### src/rtl/kgp_mem_pkg.sv
// Shared types for the data-memory port arbiter: width defaults, FSM states and owner IDs.
package kgp_mem_pkg;

    localparam int unsigned MEM_ADDR_W = 8;
    localparam int unsigned MEM_DATA_W = 32;

    typedef enum logic [1:0] {
        StIdle,
        StAccess,
        StResp
    } arb_state_e;

    typedef enum logic {
        OwnCpu,
        OwnDbg
    } owner_e;

endpackage

### src/rtl/arb_pick.sv
// Combinational two-requester picker. MEM_ARB_RR_EN selects round-robin tie-break on
// i_last_owner; without it the CPU always wins a tie.
module arb_pick
    import kgp_mem_pkg::*;
(
    input  logic   i_cpu_req,
    input  logic   i_dbg_req,
`ifdef MEM_ARB_RR_EN
    input  owner_e i_last_owner,
`endif
    output owner_e o_winner
);

    always_comb begin
        o_winner = OwnCpu;
        if (i_cpu_req && i_dbg_req) begin
`ifdef MEM_ARB_RR_EN
            // The port that lost the previous tie (or was idle) goes first.
            o_winner = (i_last_owner == OwnCpu) ? OwnDbg : OwnCpu;
`else
            o_winner = OwnCpu;
`endif
        end else if (i_dbg_req) begin
            o_winner = OwnDbg;
        end
    end

endmodule

### src/rtl/mem_port_arbiter.sv
// Shares the single-port data memory between the CPU and debug ports, one access at a time.
// MEM_ARB_RR_EN enables the last_owner round-robin tie-break (default: fixed CPU priority).
module mem_port_arbiter
    import kgp_mem_pkg::*;
#(
    parameter int unsigned ADDR_W = MEM_ADDR_W,
    parameter int unsigned DATA_W = MEM_DATA_W
) (
    input  logic              i_clk,
    input  logic              i_rst,

    input  logic              i_cpu_req,
    input  logic              i_cpu_we,
    input  logic [ADDR_W-1:0] i_cpu_addr,
    input  logic [DATA_W-1:0] i_cpu_wdata,
    output logic              o_cpu_gnt,
    output logic              o_cpu_rvalid,

    input  logic              i_dbg_req,
    input  logic              i_dbg_we,
    input  logic [ADDR_W-1:0] i_dbg_addr,
    input  logic [DATA_W-1:0] i_dbg_wdata,
    output logic              o_dbg_gnt,
    output logic              o_dbg_rvalid,

    output logic [DATA_W-1:0] o_rdata,

    output logic [ADDR_W-1:0] o_mem_addr,
    output logic              o_mem_we,
    output logic [DATA_W-1:0] o_mem_din,
    input  logic [DATA_W-1:0] i_mem_dout,

    output logic              o_busy
);

    arb_state_e        r_state;
    owner_e            r_owner;
    owner_e            w_winner;
    logic [ADDR_W-1:0] r_mem_addr;
    logic [DATA_W-1:0] r_mem_din;
    logic              r_mem_we;
    logic              r_cpu_gnt;
    logic              r_dbg_gnt;
    logic              r_cpu_rvalid;
    logic              r_dbg_rvalid;
`ifdef MEM_ARB_RR_EN
    owner_e            r_last_owner;
`endif

    arb_pick u_arb_pick (
        .i_cpu_req    (i_cpu_req),
        .i_dbg_req    (i_dbg_req),
`ifdef MEM_ARB_RR_EN
        .i_last_owner (r_last_owner),
`endif
        .o_winner     (w_winner)
    );

    always_ff @(posedge i_clk) begin
        if (i_rst) begin
            r_state      <= StIdle;
            r_owner      <= OwnCpu;
            r_mem_addr   <= '0;
            r_mem_din    <= '0;
            r_mem_we     <= 1'b0;
            r_cpu_gnt    <= 1'b0;
            r_dbg_gnt    <= 1'b0;
            r_cpu_rvalid <= 1'b0;
            r_dbg_rvalid <= 1'b0;
`ifdef MEM_ARB_RR_EN
            r_last_owner <= OwnDbg;
`endif
        end else begin
            unique case (r_state)
                StIdle: begin
                    if (i_cpu_req || i_dbg_req) begin
                        r_state <= StAccess;
                        r_owner <= w_winner;
`ifdef MEM_ARB_RR_EN
                        r_last_owner <= w_winner;
`endif
                        if (w_winner == OwnCpu) begin
                            r_mem_we   <= i_cpu_we;
                            r_mem_addr <= i_cpu_addr;
                            r_mem_din  <= i_cpu_wdata;
                            r_cpu_gnt  <= 1'b1;
                        end else begin
                            r_mem_we   <= i_dbg_we;
                            r_mem_addr <= i_dbg_addr;
                            r_mem_din  <= i_dbg_wdata;
                            r_dbg_gnt  <= 1'b1;
                        end
                    end
                end
                StAccess: begin
                    r_cpu_gnt <= 1'b0;
                    r_dbg_gnt <= 1'b0;
                    r_mem_we  <= 1'b0;
                    if (r_mem_we) begin
                        r_state <= StIdle;
                    end else begin
                        // Memory samples the address on this edge; data is ready next cycle.
                        r_state      <= StResp;
                        r_cpu_rvalid <= (r_owner == OwnCpu);
                        r_dbg_rvalid <= (r_owner == OwnDbg);
                    end
                end
                StResp: begin
                    r_cpu_rvalid <= 1'b0;
                    r_dbg_rvalid <= 1'b0;
                    r_state      <= StIdle;
                end
                default: begin
                    r_state <= StIdle;
                end
            endcase
        end
    end

    assign o_cpu_gnt    = r_cpu_gnt;
    assign o_dbg_gnt    = r_dbg_gnt;
    assign o_cpu_rvalid = r_cpu_rvalid;
    assign o_dbg_rvalid = r_dbg_rvalid;
    assign o_rdata      = i_mem_dout;
    assign o_mem_addr   = r_mem_addr;
    assign o_mem_we     = r_mem_we;
    assign o_mem_din    = r_mem_din;
    assign o_busy       = (r_state != StIdle);

endmodule

### config.mk
export PLATFORM = sky130hd
export DESIGN_NAME = mem_port_arbiter
export DESIGN_NICKNAME = d
export VERILOG_FILES = /design/src/rtl/kgp_mem_pkg.sv /design/src/rtl/arb_pick.sv /design/src/rtl/mem_port_arbiter.sv
export SDC_FILE = /design/constraint.sdc
export NUM_CORES = 1
export LEC_CHECK = 0
export CORE_MARGIN = 4
export CORE_UTILIZATION = 32
export DETAILED_ROUTE_END_ITERATION = 8
export PLACE_DENSITY = 0.83
export SLEW_MARGIN = 20
export SYNTH_ARGS = -nofsm -noshare
export SYNTH_HDL_FRONTEND = slang
export SYNTH_HIERARCHICAL = 1
export SYNTH_SLANG_ARGS = --single-unit
### constraint.sdc
create_clock -name i_clk -period 1.1 [get_ports i_clk]
set_input_delay 0.22 -clock i_clk [delete_from_list [all_inputs] [get_ports i_clk]]
set_output_delay 0.22 -clock i_clk [all_outputs]
set_load 0.005 [all_outputs]
==> impl.org, run 1 <==
** Status
- The flow ran to the end, but the final reports show violations.
- Violated checks :: negative setup slack

** Yosys
- Share of synthesized cell area in full adder, half adder and majority cells :: 0
- Netlist area before placement :: 2750 um^2
- Cell variety after synth :: 27
- After synthesis the netlist holds a flip-flop and latch count of 48.
- Compound-Gate Fraction of Synth Area :: 0.288
- Basic-gate share of the synthesized area counting and, or, nand and nor cells :: 0.0391
- The cell count after synthesis came out at 261.
- The share of the Yosys chip area taken by registers is 0.349.
- Xor and xnor fraction of the mapped netlist area :: 0
- Main combinational cell family by area after synthesis :: compound AO/OA/AOI/OAI gates
- Fraction of synthesized area in multiplexers :: 0.150
- For this run, the number of Yosys warnings is 6.
- The average instance in the mapped netlist occupies 10.5 um^2.
- When the netlist entered floorplanning its net count stood at 379.

** Setup path
- Arrival time of the worst setup path :: 1.46 ns
- STA classifies the critical path startpoint as a register.
- Required time of the critical path :: 1.30 ns
- Critical path class :: reg2reg
- Startpoint of the worst register-to-register path :: r_state[1]
- Register-to-register path setup slack :: -0.16 ns
- The worst register-to-register path has a depth of 4.
- Max Fanout on Critical Path :: 23
- Worst R2R End :: o_mem_din[4]
- Crit. End Element :: register

** Detailed routing
- In this run, the number of DRC markers left after iteration 0 of detailed routing was 37.
- Dividing the detail-routed via count by the number of cells gives 5.10.
- For this run, the detailed router's first-pass iteration total came to 4.
- Total length of routed wires :: 8270 um
- Vias after detailed routing :: 2,503
- Number of remaining DRC errors :: 0
- Per-cell routed wire length :: 16.8 um
- Count of nets left with antenna violations after detail routing :: 0

** Hold path
- The path class of the tightest hold or removal check is in2reg.
- End of the worst hold path :: o_mem_we
- Startpoint of the most critical hold path :: i_rst
- Hold Path Depth :: 3

** Timing
- Worst-case headroom to the max-slew limit :: 0.818
- Final setup viols :: 45
- The number of max-slew violations in the final report was 0.
- Clock skew on the completed layout was measured at 0.00581 ns.
- Fin crit period :: 1.26 ns
- For the pin with the worst max-slew slack, the measured transition is 0.270 ns.
- Dividing the final minimum period by the clock period gives 1.14.
- Setup repair after global routing could not meet its margin everywhere.
- Final WS setup :: -0.158 ns
- Number of failing hold endpoints at the final stage :: 0
- Upper clock frequency limit :: 795 MHz

** Global routing
- For this run, global-route usage on met3 was measured as 0.0346.
- Global-route met2 utilization :: 0.267
- Most heavily used metal layer in global routing :: met2
- GR Layer Usage met1 :: 0.175
- Wire length of the first global-routing pass :: 12,300 um
- Number of antenna violations at the first check in global routing :: 0
- Remaining global-route overflow :: 0
- The number of global-route vias before repair was 2,554.
- Pin count of the biggest net entering global routing :: 44
- Across every metal layer, demand over resource in global routing totals 0.149.

** Final layout
- Final-layout fill cell count :: 694
- The library cell used most frequently in the layout, excluding fill and tap cells, is sky130_fd_sc_hd__clkdlybuf4s50_1.
- Compared with the post-synthesis result, the final layout area differs by 62.7%.
- Antenna cells :: 0
- Measured on the finished design, the core utilization comes to 0.539.
- Summing all multi-input logic gate instances after layout gives 1380 um^2.
- In the final layout, flip-flops and latches occupy 1010 um^2.
- Fraction of final layout cells sized beyond drive strength 1 :: 0.427
- The net count of the finished layout is 503.
- Commonest cells after routing, fill and taps aside :: sky130_fd_sc_hd__clkdlybuf4s50_1 (82), sky130_fd_sc_hd__dfxtp_2 (41), sky130_fd_sc_hd__mux2i_1 (35), sky130_fd_sc_hd__buf_4 (32), sky130_fd_sc_hd__clkdlybuf4s15_1 (29)

** Clock tree
- The clock passes through at most 2 buffers.
- Latest clock arrival within the worst-skew pair :: 0.30 ns
- Sink count of the clock tree :: 48
- TritonCTS created 5 clock buffers.
- Clock root buffer :: sky130_fd_sc_hd__clkbuf_8
- TritonCTS built the clock tree.
- Max H-tree Level :: 2
- Post-CTS clock slew at the launch and capture registers of the worst setup and hold paths :: 0.08 ns

** Placement
- Gp weighted congestion :: 0.756
- Detailed placement ended at an HPWL of 5340 um.
- Setup slack at placement :: -0.702 ns
- Input and output buffers added on the ports amount to 131.

** Flow run
- The tool flagged a number of max-cap violations equal to 0.

** Power and ir drop
- Internal portion of total power :: 3.57 mW
- Share of power burned in registers :: 0.414
- Logic pwr share :: 0.366
- Pwr/cell area :: 1120 nW/um^2
- Of the total power, the clock network draws 0.220.
- The worst-case IR drop observed on VDD is 0.545 mV.
- The analysis attributes to net switching a power of 1.42 mW.
- Of the total power, the share spent switching nets is 0.285.
- Leakage Power :: 1.69 nW

** Floorplanning
- Boundary pin count :: 196
- The die covers 10,100 um^2.
- Placement row count :: 33
- Die height :: 101 um
- The core region is 8300 um^2.
- The initial utilization of the core area, before any placement, comes to 0.332.
- The die is 101 um wide.
[stage by stage]
step | total power, mW | hold WS (ns) | TNS (ns) | instances | cell area [um^2]
after global routing | 5.25 | 0.330 | -8.22 | 491 | 4480
after floorplan | 2.98 | 0.421 | -0.205 | 261 | 2770
after global placement | 3.67 | 0.440 | -24.86 | 454 | 3960
after detailed placement | 3.72 | 0.440 | -26.34 | 454 | 3960
after CTS | 4.98 | 0.317 | -5.19 | 483 | 4380
final | 5.00 | 0.336 | -4.99 | 491 | 4480
[repair_timing]
item | 4_1_cts | 5_1_grt
pin swaps | 2 | 4
cloned | 3 | 3
setup buffers | 18 | 5
setup endpoints to repair | 90 | 69
hold buffers | 0 | 0
gates resized for setup | 145 | 30
[how the worst max path moves through the flow]
| stage | slack, ns | endpoint | startpoint |
|---|---|---|---|
| finish | -0.16 | o_mem_din[4] | r_state[1] |
| global route | -0.24 | o_mem_din[29] | r_state[1] |
| global placement | -0.60 | o_mem_din[31] | i_dbg_req |
| CTS | -0.16 | o_mem_din[7] | r_state[1] |
| floorplan | -0.03 | o_mem_din[15] | r_state[1] |
| detailed placement | -0.70 | o_mem_din[11] | i_dbg_req |
[final cells by class]
type	count	share of cell area
timing repair buffer	179	0.413
multi-input combinational	149	0.308
sequential	48	0.226
tap	105	0.0294
clock buffer	7	0.0193
inverter	2	0.00196
clock inverter	1	0.00168
[cells in the mapped netlist]
library cell               count  area, um^2
sky130_fd_sc_hd__nor2b_4       1        13.8
sky130_fd_sc_hd__a311oi_2     16         240
sky130_fd_sc_hd__a21oi_2      20         175
sky130_fd_sc_hd__a21oi_1      24         120
sky130_fd_sc_hd__o21ba_4       1        16.3
sky130_fd_sc_hd__inv_2         1        3.75
sky130_fd_sc_hd__a311oi_1     24         210
sky130_fd_sc_hd__nor3_1        4        20.0
sky130_fd_sc_hd__mux2_2        1        11.3
sky130_fd_sc_hd__dfxtp_1      48         961
sky130_fd_sc_hd__nor4_1        1        6.26
sky130_fd_sc_hd__nor2_1        2        7.51
sky130_fd_sc_hd__buf_2         9        45.0
sky130_fd_sc_hd__or2_2         1        6.26
sky130_fd_sc_hd__buf_1         1        3.75
sky130_fd_sc_hd__buf_4        38         285
sky130_fd_sc_hd__a31oi_1       2        12.5
sky130_fd_sc_hd__mux2i_1      40         400
sky130_fd_sc_hd__buf_6         7        78.8
sky130_fd_sc_hd__buf_12        2        40.0
sky130_fd_sc_hd__nand3_1       5        25.0
sky130_fd_sc_hd__inv_1         1        3.75
sky130_fd_sc_hd__nand3b_1      3        22.5
sky130_fd_sc_hd__o21ai_0       2        10.0
sky130_fd_sc_hd__clkbuf_1      5        18.8
sky130_fd_sc_hd__nand2b_1      1        6.26
sky130_fd_sc_hd__o21bai_1      1        7.51
[logic make-up (layout without fill, tap and decap cells)]
group / after synthesis / after routing
AND/OR/NAND/NOR: 18 / 18
AO/OA/AOI/OAI: 90 / 90
multiplexers: 41 / 41
flip-flops: 48 / 48
buffers and inverters: 64 / 189
[registers in the layout (all words and copies together), names as in the netlist]
signal	cells
o_cpu_gnt	1
o_cpu_rvalid	1
o_dbg_gnt	1
o_dbg_rvalid	1
o_mem_addr	8
o_mem_din	32
o_mem_we	1
r_owner	1
r_state	2
[worst max-delay path, stage by stage (launching register included)]
cell	delay [ns]
sky130_fd_sc_hd__dfxtp_2	0.34
sky130_fd_sc_hd__o21ba_4	0.29
sky130_fd_sc_hd__buf_12	0.20
sky130_fd_sc_hd__a21oi_1	0.09
sky130_fd_sc_hd__a311oi_1	0.24
[power groups by stage]
stage	clock network (mW)	registers, mW	logic (mW)
finish	1.10	2.07	1.83
global route	1.19	2.10	1.96
global placement	0	2.08	1.59
CTS	1.15	2.07	1.77
detailed placement	0	2.09	1.63
floorplan	0	2.10	0.880
[per-layer routing]
| layer | up-vias | routed length [um] |
|---|---|---|
| met5 | - | 0 |
| met4 | 0 | 112 |
| met3 | 17 | 673 |
| met2 | 104 | 4080 |
| met1 | 1177 | 3400 |
| li1 | 1205 | - |
(Power assumes the default switching activity.)
==> run 2: changes to the inputs <==
Settings changed: PLACE_DENSITY 0.83 to unset, PLACE_DENSITY_LB_ADDON set to 0.08.
==> run 2 against run 1 <==
Compared with the run above: the flow still finishes with violations (negative setup slack); final area rose by 4.9%; combinational power increased by 11%; clock power fell by 5%; via count grew 0.24%; clock skew is essentially flat; setup slack got worse by 0.031 ns; sequential share of layout area is 1.1 points lower; maximum frequency fell by 2.4%; cell count rose by 3.3%; worst hold slack better by 0.0042 ns; largest cell class unchanged; highest routed layer unchanged.
==> impl.org, run 2 (same netlist as run 1, synthesis figures left out) <==
** Floorplanning
- The area of the die was 10,100 um^2 (unchanged).
- The placeable core region is 8300 um^2 (unchanged).
- Width of the die :: 101 um (unchanged)
- The top-level I/O count is 196 (unchanged).
- The initial cell density of the core is 0.332 (unchanged).
- The cell row count came to 33 (unchanged).
- Die height :: 101 um (unchanged)

** Timing
- The total count of hold-check failures in the final report is 0 (unchanged).
- The setup violation total in the final timing report was 45 (unchanged).
- The final critical delay including setup and external delays was 1.29 ns (+0.0313 ns).
- Final number of max-transition violations :: 0 (unchanged)
- The actual slew at the worst max-slew pin was 0.297 ns (+0.0267 ns).
- The relative slew slack came to 0.802 (-0.0159).
- The maximum operating frequency was 775 MHz (-2.4%).
- Final WS setup :: -0.190 ns (-0.0313 ns)
- Ratio of final minimum period to clock period :: 1.17 (+0.0285)
- The worst hold slack is 0.340 ns (+0.00416 ns).
- Total Negative Setup Slacks :: -6.18 ns (-1.19 ns)
- Setup repair after global routing missed its margin :: true
- Final clock skew :: 0.00571 ns (-0.000106 ns)

** Setup path
- Crit. End Element :: register
- Critical-path cell with the highest stage delay :: sky130_fd_sc_hd__dfxtp_2
- The critical path goes through o21ba_4, buf_6, clkbuf_16, a21oi_4, a311oi_1.
- Startpoint of the worst register-to-register path :: r_state[1]
- Crit start category :: register
- The critical path in this run is classified as reg2reg.
- The register-to-register setup slack was -0.19 ns (-0.03 ns).
- The data arrival time of the critical path is 1.50 ns (+0.04 ns).
- In this run the critical register-to-register path is captured at o_mem_din[22].
- Max Fanout on Critical Path :: 8 (-65%)
- The endpoint required time on the critical path is 1.31 ns (about the same).
- Largest stage delay on the critical path :: 0.34 ns (about the same)
- The number of cells on the worst reg-to-reg path was 5 (+1).

** Detailed routing
- First-pass iteration count of the detailed router :: 4 (unchanged)
- Vias after detailed routing :: 2,509 (+0.24%)
- Drt first-iter violations :: 42 (+14%)
- The final antenna-violating net count came to 0 (unchanged).
- The final wirelength was 8820 um (+6.6%).
- Per-cell routed wire length :: 17.4 um (+3.2%)
- Via density :: 4.95 (-2.9%)
- The number of DRC violations after detailed routing came to 0 (unchanged).

** Power and ir drop
- The switching power is 1.53 mW (+7.8%).
- Total power after layout :: 5.15 mW (+3.0%)
- Switching power share of the total :: 0.298 (+0.0132)
- The peak ir drop on the vdd network is 0.535 mV (-1.9%).
- The cell internal power dissipation is 3.61 mW (+1.1%).
- The leakage component of the power came to 1.81 nW (+7.0%).
- The sequential share of power is 0.402 (-0.012).
- Pwr/cell area :: 1100 nW/um^2 (-1.8%)
- Logic pwr share :: 0.395 (+0.029)
- The relative contribution of the clock network to total power came to 0.203 (-0.017).

** Hold path
- Min-Delay Path Class :: in2reg
- For hold timing, the worst endpoint is o_mem_we.
- The worst hold path begins at i_rst.
- Hold Path Depth :: 3 (unchanged)

** Placement
- The final HPWL from detailed placement was 5300 um (-0.73%).
- Gp weighted congestion :: 0.679 (-10%)
- Cell area after placement :: 4010 um^2 (+1.1%)
- The port buffer count came to 131 (unchanged).

** Clock tree
- Sink count of the clock tree :: 48 (unchanged)
- Clock root buffer :: sky130_fd_sc_hd__clkbuf_8
- Clock tree from TritonCTS :: yes
- Post-CTS clock slew at the launch and capture registers of the worst setup and hold paths :: 0.09 ns (about the same)
- The clock latency reported for the late side of the worst-skew pair is 0.30 ns (about the same).
- Max H-tree Level :: 2 (unchanged)
- The maximum root-to-sink buffer count came to 2 (unchanged).
- The clock buffer count from CTS came to 5 (unchanged).

** Final layout
- The storage element area came to 1010 um^2 (unchanged).
- Multi-input gate area in the final layout :: 1460 um^2 (+6.0%)
- From synthesis to final layout, the design area changed by 70.6%.
- In the layout the commonest cells are sky130_fd_sc_hd__clkdlybuf4s50_1 (82), sky130_fd_sc_hd__dfxtp_2 (41), sky130_fd_sc_hd__mux2i_1 (40), sky130_fd_sc_hd__buf_4 (36), sky130_fd_sc_hd__a21oi_2 (27).
- The flip-flop count of the largest register, all copies and words added was 32 (unchanged).
- The fraction of layout cells with a size suffix above 1 is 0.517 (+0.0900).
- The final antenna diode count came to 0 (unchanged).
- Leaving out fill and tap cells, the most frequent cell in the layout is sky130_fd_sc_hd__clkdlybuf4s50_1.
- The utilization after layout is 0.566 (+0.0264).
- Final-layout fill cell count :: 747 (+7.6%)
- The final non-filler cell area is 4690 um^2 (+4.9%).
- The layout net count came to 520 (+3.4%).

** Status
- The checks that failed: negative setup slack.
- The run finished, with violations left.

** Global routing
- Via count of the first global-routing pass :: 2,367 (-7.3%)
- GRT Util Overall :: 0.153 (+0.00408)
- The global-route wire length before repair came to 12,400 um (+1.2%).
- Number of antenna violations at the first check in global routing :: 0 (unchanged)
- The overflow left after global routing was 0 (unchanged).
- Pin count of the biggest net entering global routing :: 43 (-2.3%)

** Flow run
- The max-capacitance violation count is 0 (unchanged).
==> run 2: cell types whose count changed in the layout (fill, tap and decap cells not counted), moves of 7 or more <==
cell and change:
sky130_fd_sc_hd__clkdlybuf4s15_1 -12, sky130_fd_sc_hd__a21oi_1 -10, sky130_fd_sc_hd__clkbuf_2 +9, sky130_fd_sc_hd__a311oi_1 -8, sky130_fd_sc_hd__a311oi_2 +8, sky130_fd_sc_hd__buf_6 +7
==> run 2: power groups by stage <==
stage | clock network [mW] | logic [mW] | registers (mW)
global placement | 0 | 1.66 | 2.07
finish | 1.04 | 2.03 | 2.07
global route | 1.16 | 2.18 | 2.09
detailed placement | 0 | 1.67 | 2.08
CTS | 1.09 | 1.79 | 2.06
floorplan | 0 | 0.880 | 2.10
==> run 2: area by class of cell <==
class,instances,area share
Clock buffer,6,0.0155
Timing Repair Buffer,196,0.426
Sequential cell,48,0.216
Tap cell,105,0.0280
Inverter,2,0.00213
Multi-Input combinational cell,149,0.311
Clock inverter,1,0.00107
==> run 2: timing repair <==
item,in CTS,in global routing
buffers inserted,17,15
gates cloned,4,4
gates resized for setup,140,82
pin swaps,2,33
setup endpoints to repair,90,79
hold buffers,0,0
==> run 2: metal layers <==
layer / GRT usage / share of wire / vias up
met2: 0.246 / 0.49 / 95
met4: 0.0311 / 0.0060 / 0
li1: - / - / 1242
met5: 0 / 0 / -
met3: 0.0526 / 0.078 / 5
met1: 0.201 / 0.43 / 1167
==> run 2: how the worst max path moves through the flow <==
stage | from | end | cells after the start
floorplan | r_state[1] | o_mem_din[15] | 5
global route | r_state[1] | o_mem_din[3] | 5
global placement | i_dbg_req | o_mem_din[9] | 5
CTS | r_state[1] | o_busy | 2
finish | r_state[1] | o_mem_din[22] | 5
detailed placement | i_dbg_req | o_mem_din[9] | 5
==> run 2: through the flow <==
step	setup WS, ns	std cells
final	-0.190	507
after global routing	-0.231	507
after CTS	-0.179	488
after detailed placement	-0.654	460
after global placement	-0.626	460
after floorplan	-0.0256	261
==> run 2: critical path: cells and delay by family, from the launching register on <==
kind / cells / cell delay [ns]
buffers and inverters: 2 / 0.31
flip-flops: 1 / 0.34
AO/OA/AOI/OAI: 3 / 0.54
==> run 3: changes to the inputs <==
Settings changed: ABC_AREA set to 0.
==> results of run 3 <==
Final layout, timing and power as in run 2 (identical DEF).
